===== config.mk =====
export PLATFORM = sky130hd
export DESIGN_NAME = imem_load_ctrl
export DESIGN_NICKNAME = d
export VERILOG_FILES = /design/src/rtl/imem_load_ctrl.sv
export SDC_FILE = /design/constraint.sdc
export NUM_CORES = 1
export LEC_CHECK = 0
export ABC_AREA = 0
export CORE_ASPECT_RATIO = 1.2
export CORE_MARGIN = 10
export CORE_UTILIZATION = 25
export DETAILED_ROUTE_END_ITERATION = 10
export DONT_BUFFER_PORTS = 1
export PLACE_DENSITY_LB_ADDON = 0.15
export SETUP_SLACK_MARGIN = 0.02
export SLEW_MARGIN = 30
export SYNTH_ARGS = -nofsm -noshare
export SYNTH_HDL_FRONTEND = slang
export SYNTH_SLANG_ARGS = --single-unit

===== constraint.sdc =====
create_clock -name clk -period 2.9 [get_ports clk]
set_input_delay 0.58 -clock clk [delete_from_list [all_inputs] [get_ports clk]]
set_output_delay 0.58 -clock clk [all_outputs]
set_load 0.05 [all_outputs]

===== src/rtl/imem_load_ctrl.sv =====
// imem_load_ctrl: loads a byte-stream program image into instruction RAM and gates core fetches.
// Optional feature macro IMEM_LOAD_CHECKSUM_EN: the last byte is an 8-bit checksum instead of data.
module imem_load_ctrl #(
    parameter int unsigned DEPTH  = 128,
    parameter int unsigned ADDR_W = 7,
    parameter logic [31:0] NOP    = 32'h0000_0013
) (
    input  logic              clk,
    input  logic              reset,
    input  logic              byte_valid,
    input  logic [7:0]        byte_data,
    input  logic              byte_last,
    output logic              byte_ready,
    input  logic              load_req,
    output logic              mem_we,
    output logic [ADDR_W-1:0] mem_waddr,
    output logic [7:0]        mem_wdata,
    input  logic [31:0]       fetch_a,
    output logic [31:0]       mem_a,
    input  logic [31:0]       mem_rd,
    output logic [31:0]       instr,
    output logic              fetch_fault,
    output logic              cpu_stall,
    output logic              cpu_rst,
    output logic              load_err,
    output logic [ADDR_W:0]   load_count
);

    localparam int unsigned CNT_W = ADDR_W + 1;

    localparam logic [1:0] LOAD = 2'd0;
    localparam logic [1:0] RUN  = 2'd1;
    localparam logic [1:0] ERR  = 2'd2;

    logic [1:0]        r_state;
    logic [1:0]        w_state_nxt;
    logic [CNT_W-1:0]  r_count;
    logic [CNT_W-1:0]  w_count_nxt;
    logic              r_we;
    logic              w_we_nxt;
    logic [ADDR_W-1:0] r_waddr;
    logic [ADDR_W-1:0] w_waddr_nxt;
    logic [7:0]        r_wdata;
    logic [7:0]        w_wdata_nxt;
    logic              r_cpu_rst;
    logic              w_cpu_rst_nxt;
    logic              w_full;
    logic              w_accept;
    logic              w_run_live;
    logic              w_fetch_ok;
    logic [32:0]       w_fetch_end;
`ifdef IMEM_LOAD_CHECKSUM_EN
    logic [7:0]        r_sum;
    logic [7:0]        w_sum_nxt;
    logic [7:0]        w_sum_chk;
`endif

    assign w_full     = (r_count == CNT_W'(DEPTH));
    assign byte_ready = (r_state == LOAD) && !load_req;
    assign w_accept   = byte_valid && byte_ready;

    // Next-state and write-path decode
    always_comb begin
        w_state_nxt = r_state;
        w_count_nxt = r_count;
        w_we_nxt    = 1'b0;
        w_waddr_nxt = r_waddr;
        w_wdata_nxt = r_wdata;
`ifdef IMEM_LOAD_CHECKSUM_EN
        w_sum_nxt   = r_sum;
        w_sum_chk   = r_sum + byte_data;
`endif
        if (load_req) begin
            w_state_nxt = LOAD;
            w_count_nxt = '0;
`ifdef IMEM_LOAD_CHECKSUM_EN
            w_sum_nxt   = '0;
`endif
        end else if (w_accept) begin
`ifdef IMEM_LOAD_CHECKSUM_EN
            if (byte_last) begin
                w_state_nxt = (w_sum_chk == 8'd0) ? RUN : ERR;
            end else if (w_full) begin
                w_state_nxt = ERR;
            end else begin
                w_we_nxt    = 1'b1;
                w_waddr_nxt = r_count[ADDR_W-1:0];
                w_wdata_nxt = byte_data;
                w_count_nxt = r_count + CNT_W'(1);
                w_sum_nxt   = w_sum_chk;
            end
`else
            if (w_full) begin
                w_state_nxt = ERR;
            end else begin
                w_we_nxt    = 1'b1;
                w_waddr_nxt = r_count[ADDR_W-1:0];
                w_wdata_nxt = byte_data;
                w_count_nxt = r_count + CNT_W'(1);
                if (byte_last) begin
                    w_state_nxt = RUN;
                end
            end
`endif
        end
        w_cpu_rst_nxt = (r_state == LOAD) && (w_state_nxt == RUN);
    end

    always_ff @(posedge clk) begin
        if (reset) begin
            r_state   <= LOAD;
            r_count   <= '0;
            r_we      <= 1'b0;
            r_waddr   <= '0;
            r_wdata   <= '0;
            r_cpu_rst <= 1'b0;
        end else begin
            r_state   <= w_state_nxt;
            r_count   <= w_count_nxt;
            r_we      <= w_we_nxt;
            r_waddr   <= w_waddr_nxt;
            r_wdata   <= w_wdata_nxt;
            r_cpu_rst <= w_cpu_rst_nxt;
        end
    end

`ifdef IMEM_LOAD_CHECKSUM_EN
    always_ff @(posedge clk) begin
        if (reset) begin
            r_sum <= '0;
        end else begin
            r_sum <= w_sum_nxt;
        end
    end
`endif

    assign mem_we     = r_we;
    assign mem_waddr  = r_waddr;
    assign mem_wdata  = r_wdata;
    assign cpu_rst    = r_cpu_rst;
    assign cpu_stall  = (r_state != RUN);
    assign load_err   = (r_state == ERR);
    assign load_count = r_count;

    // Fetch gating: widened add so a fetch near 2^32 cannot wrap into range
    assign mem_a       = fetch_a;
    assign w_fetch_end = {1'b0, fetch_a} + 33'd3;
    assign w_fetch_ok  = (fetch_a[1:0] == 2'b00) && (w_fetch_end < 33'(DEPTH));
    assign w_run_live  = (r_state == RUN) && !r_cpu_rst;
    assign instr       = (w_run_live && w_fetch_ok) ? mem_rd : NOP;
    assign fetch_fault = w_run_live && !w_fetch_ok;

endmodule


Yosys cells after proc, flatten, opt, wreduce, memory -nomap -nowiden

Cells that the tools add are included.
Widths: inputs -> output; s select.

Add/sub/neg operators: 2
Multipliers: 0
Divide/modulo/power cells: 0
Magnitude comparators: 1
Eq/ne operators: 5
Shift-type cells: 0
Muxes and demuxes: 6
Bitwise operators: 3
Reductions and logical operators: 16

Operator list:

| kind                  | count |
|---|---|
| $add 32x2->33 const B | 1 |
| $lt 33x8->1 const B   | 1 |
| $mux 32               | 1 |
| $add 8x1->8 const B   | 1 |
| $eq 8x8->1 const B    | 1 |
| $mux 2                | 4 |
| $logic_and 1x1->1     | 7 |
| $eq 2x1->1 const B    | 2 |
| $logic_not 2->1       | 2 |
| $logic_not 1->1       | 3 |
| $not 1->1             | 3 |
| $reduce_and 3->1      | 1 |
| $reduce_or 3->1       | 1 |
| $eq 2x2->1 const B    | 1 |
| $ne 2x1->1 const B    | 1 |
| $reduce_and 2->1      | 1 |
| $reduce_or 2->1       | 1 |
| $mux 1                | 1 |

Register bits after elaboration: 27
Bits in latches: 0
Memory bits (writable): 0
Memory bits (read-only): 0
Input port bits: 77
Output and inout bits: 93
Word-level logic and storage cells: 39
Memories kept: 0

Depth between registers and ports, before layout

Word-level depth: 7
Mapped depth: 9
Depth with buffers taken out: 8

Least setup slack after synthesis

Ideal clock, no wire load.

Kind: input -> output
Start: input port fetch_a[11]
End: output port instr[11]
Arrival time: 3,047 ps
Data required time: 2,320 ps
Slack: -727 ps
Stages: 8
Path buffers: 2
Path through: nand4_1 nor4_2 buf_4 nand3_2 nor4b_2 o2111ai_1 clkbuf_1 nor3_1

Cells in the longest elaborated chain, start to end: 5

RTL lines:

| what               | RTL line | source |
|---|---|---|
| start: declaration | 18       | `input logic [31:0] fetch_a,` |
| $add 32x2->33      | 147      | `assign w_fetch_end = {1'b0, fetch_a} + 33'd3;` |
| $lt 33x8->1        | 148      | `assign w_fetch_ok = (fetch_a[1:0] == 2'b00) && (w_fetch_end < 33'(DEPTH));` |
| $logic_and 1x1->1  | 148      |  |
| $logic_and 1x1->1  | 150      | `assign instr = (w_run_live && w_fetch_ok) ? mem_rd : NOP;` |
| $mux 32            | 150      |  |
| end: declaration   | 21       | `output logic [31:0] instr,` |

No other way between the ends.

Final worst setup path

Start: input port fetch_a[12]
End: output port instr[1]

The elaborated chain is that of the path after synthesis.

==> summary.md <==
| Metric | Value |
|---|---|
| Longest Clk Path Bufs | `2` |
| Routed wire length | `7590 um` |
| Data arrival at the endpoint of the critical path | `roughly 2500 ps` |
| # Max-Cap Violations | `0` |
| Number of max-slew violations in the final report | `0` |
| Leakage power of the design | `~1.4 nW` |
| Rel. slew slack | `a little over half` |
| Violated checks | `setup timing` |
| Hold Path Sink | `mem_wdata[7]` |
| DR DRC count | `0` |
| All-Layer GR Usage | `between 10% and 20%` |
| Share of async-settable or async-resettable flops after synthesis | `0%` |
| Clock transition at the registers of the reported paths | `about 100 ps` |
| Critical path type | `in2out` |
| Overall overflow remaining after global route | `0` |
| Synthesized flop and latch total | `27` |
| First-pass GRT wire length | `~12000 um` |
| Final hold viol count | `0` |
| Synth Instances | `291` |
| Clock buffers created by TritonCTS | `3` |
| Cell area after synthesis | `slightly above 2000 um^2` |
| Quantity of I/O buffers inserted on ports | `0` |
| Crit path cell chain | `nand4_1, nor4_4, buf_4, nand3_1, xor2_2, o2111ai_4, or4_4` |
| Leading register cell type out of synthesis | `sky130_fd_sc_hd__dfxtp_1` |
| Worst reg-to-reg setup slack | `a little under 900 ps` |
| Peak ir drop on the vdd network | `between 0.0003 and 0.0004 V` |
| Cell count along the critical path | `7` |
| Detailed placement HPWL | `roughly 6300 um` |
| Worst stage delay on the critical path | `690 ps` |
| Most frequent standard cell in the layout excluding fill and tap cells | `sky130_fd_sc_hd__nand2_1` |
| Most used cells in the layout excluding fill and tap cells | `66 x sky130_fd_sc_hd__nand2_1, 29 x sky130_fd_sc_hd__nor3_4, 29 x sky130_fd_sc_hd__buf_12` |
| RSZ-0062 raised after global routing | `yes` |
| Critical Path End Type | `output pin` |
| Via count | `approximately 2100` |
| Mapped Nets | `370` |
| Global placer's final weighted congestion | `approximately 0.77` |
| Number of cells on the worst hold path | `1` |
| Source of the worst hold timing path | `reset` |
| Destination of the worst register-to-register timing path | `r_state[0]` |
| Final worst clock skew | `6.58 ps` |
| Shortest period the worst path allows | `slightly above 3000 ps` |
| Detail-routed via count per cell | `approximately 5.3` |
| Level count of the clock H-tree | `1` |
| EDFF count, synth | `0` |
| Clock Sink Count | `27` |
| Vias in the first global route | `about 2100` |
| Maximum number of pins on one net before global-route repair | `20` |
| Die Area | `12100 um^2` |
| Worst slack after detailed placement | `-235 ps` |
| Startpoint of the worst setup timing path | `fetch_a[12]` |
| Routed wirelength normalized by instance count | `about 19 um` |
| 1st-pass router iterations | `4` |
| Worst reg2reg path depth | `8` |
| Slack of the critical path | `-217 ps` |
| Layout-stage area growth over the synthesis result | `55.7%` |
| Highest fanout seen on the critical path | `7` |
| P per Cell Area | `between 200 and 250 nW/um^2` |
| Status | `finished with violations` |
| Buffers & Inverters on Critical Path | `1` |
| Number of nets with antenna violations after detailed routing | `0` |
| I/O pin count | `170` |
| Syn. warnings | `0` |
| Critical register-to-register path startpoint | `load_count[0]` |
| Utilization of the core after routing | `40.5%` |
| CTS Hold Buffers Added | `0` |
| Number of nets at the end of the flow | `about 380` |
| Count of filler cells inserted in the layout | `approximately 800` |
| Max stage delay cell, worst path | `sky130_fd_sc_hd__or4_4` |
| Horizontal extent of the die | `102 um` |
| Clock tree from TritonCTS | `built` |
| Slew at the pin with the worst max-slew slack | `around 700 ps` |
| Number of DRC markers in iteration 0 | `56` |
| Data required, critical path | `~2300 ps` |
| Count of standard-cell rows | `35` |
| Part of the Yosys area used for sequential elements | `about 27%` |
| Initial Utilization | `26.0%` |
| Clock latency at the later pin of the worst-skew pair | `~280 ps` |
| Synth cell types | `43` |
| Proportion of layout cells with a drive suffix above 1 | `between 30 and 40%` |
| Die boundary height | `approximately 120 um` |
| Core box area | `slightly below 8000 um^2` |
| Clock tree root buffer cell | `sky130_fd_sc_hd__clkbuf_8` |
| Fraction of the cycle the final worst path needs | `107%` |
| Final count of negative-setup-slack endpoints | `33` |
| Highest achievable clock rate | `about 320 MHz` |
| Initial antenna violation count | `1` |
| Hold Path Class | `in2reg` |
| TNS Setup | `-4130 ps` |
| Category of the worst setup path launch point | `input port` |
| Kind of cell with the highest combined delay on the critical path | `simple AND/OR/NAND/NOR gates` |
| Post-Synthesis Mean Instance Area | `6.93 um^2` |
## registers in the layout, indices dropped and copies added (netlist names)
name,count
r_state,2
mem_we,1
cpu_rst,1
load_count,8
mem_waddr,7
mem_wdata,8
## cell families (layout without fill, tap and decap cells)
logic type | count (synthesis) | count (layout) | share of synthesized area (%)
simple gates | 168 | 168 | 41.3
buf+inv | 52 | 65 | 15.8
compound gates | 32 | 32 | 10.4
flops | 27 | 27 | 26.8
xor+xnor | 8 | 8 | 3.47
fa+ha+maj | 2 | 2 | 1.24
mux | 2 | 2 | 1.05
other cells | 0 | 1 | 0
## routing by layer
metal	GRT usage (%)	up-vias	share of wire (%)
met5	0	-	0
met2	20.9	101	50
met4	1.86	0	0.34
met3	6.06	4	13
li1	-	1008	-
met1	12.5	972	36
## through the flow
step / cells / hold WS, ps / total power, mW / cell area, um^2
2_1_floorplan: 291 / 485 / 0.595 / 2450
3_3_place_gp: 390 / 520 / 0.491 / 3010
3_5_place_dp: 390 / 527 / 0.492 / 3010
4_1_cts: 395 / 347 / 0.711 / 3110
5_1_grt: 397 / 339 / 0.736 / 3140
6_report: 397 / 355 / 0.702 / 3140
## worst max path at each step
| stage | to | slack, ps |
|---|---|---|
| 3_3_place_gp | instr[0] | -210 |
| 4_1_cts | instr[0] | -190 |
| 3_5_place_dp | instr[0] | -240 |
| 5_1_grt | instr[1] | -300 |
| 6_report | instr[1] | -220 |
| 2_1_floorplan | instr[11] | -140 |
## Yosys cell counts, types with 3 or more instances
library cell | instances | area, um^2
sky130_fd_sc_hd__clkbuf_1 | 15 | 56.3
sky130_fd_sc_hd__nor2_1 | 17 | 63.8
sky130_fd_sc_hd__xor2_1 | 6 | 52.6
sky130_fd_sc_hd__nor4_2 | 3 | 37.5
sky130_fd_sc_hd__inv_1 | 3 | 11.3
sky130_fd_sc_hd__or2_2 | 3 | 18.8
sky130_fd_sc_hd__dfxtp_1 | 27 | 541
sky130_fd_sc_hd__nand4_1 | 9 | 56.3
sky130_fd_sc_hd__nand2_1 | 66 | 248
sky130_fd_sc_hd__buf_4 | 33 | 248
sky130_fd_sc_hd__and2_1 | 3 | 18.8
sky130_fd_sc_hd__or4_1 | 5 | 37.5
sky130_fd_sc_hd__nor3_1 | 34 | 170
sky130_fd_sc_hd__nand3_1 | 11 | 55.1
sky130_fd_sc_hd__and3_1 | 8 | 50.1
sky130_fd_sc_hd__a21oi_1 | 14 | 70.1
## power breakdown
| group | switching (mW) | total [mW] | internal [mW] | leakage (nW) |
|---|---|---|---|---|
| clock network | 0.120 | 0.218 | 0.0977 | 0.0217 |
| logic | 0.0517 | 0.0810 | 0.0293 | 1.19 |
| registers | 0.0256 | 0.403 | 0.377 | 0.219 |
| total | 0.197 | 0.702 | 0.504 | 1.43 |
## layout make-up
| cell class | count | area [um^2] | area share (%) |
|---|---|---|---|
| repair buffers | 58 | 846 | 26.9 |
| well taps | 92 | 115 | 3.67 |
| multi-input cells | 212 | 1580 | 50.2 |
| inverters | 3 | 11.3 | 0.359 |
| diodes | 1 | 2.50 | 0.0797 |
| flip-flops and latches | 27 | 541 | 17.2 |
| clock inverters | 1 | 7.51 | 0.239 |
| clock buffers | 3 | 41.3 | 1.31 |
## what timing repair did
item	in CTS	in global routing
resized for setup	5	3
buffers inserted	0	1
setup endpoints to repair	33	33
cloned	1	0
pin swaps	6	9
(Power assumes the default switching activity.)
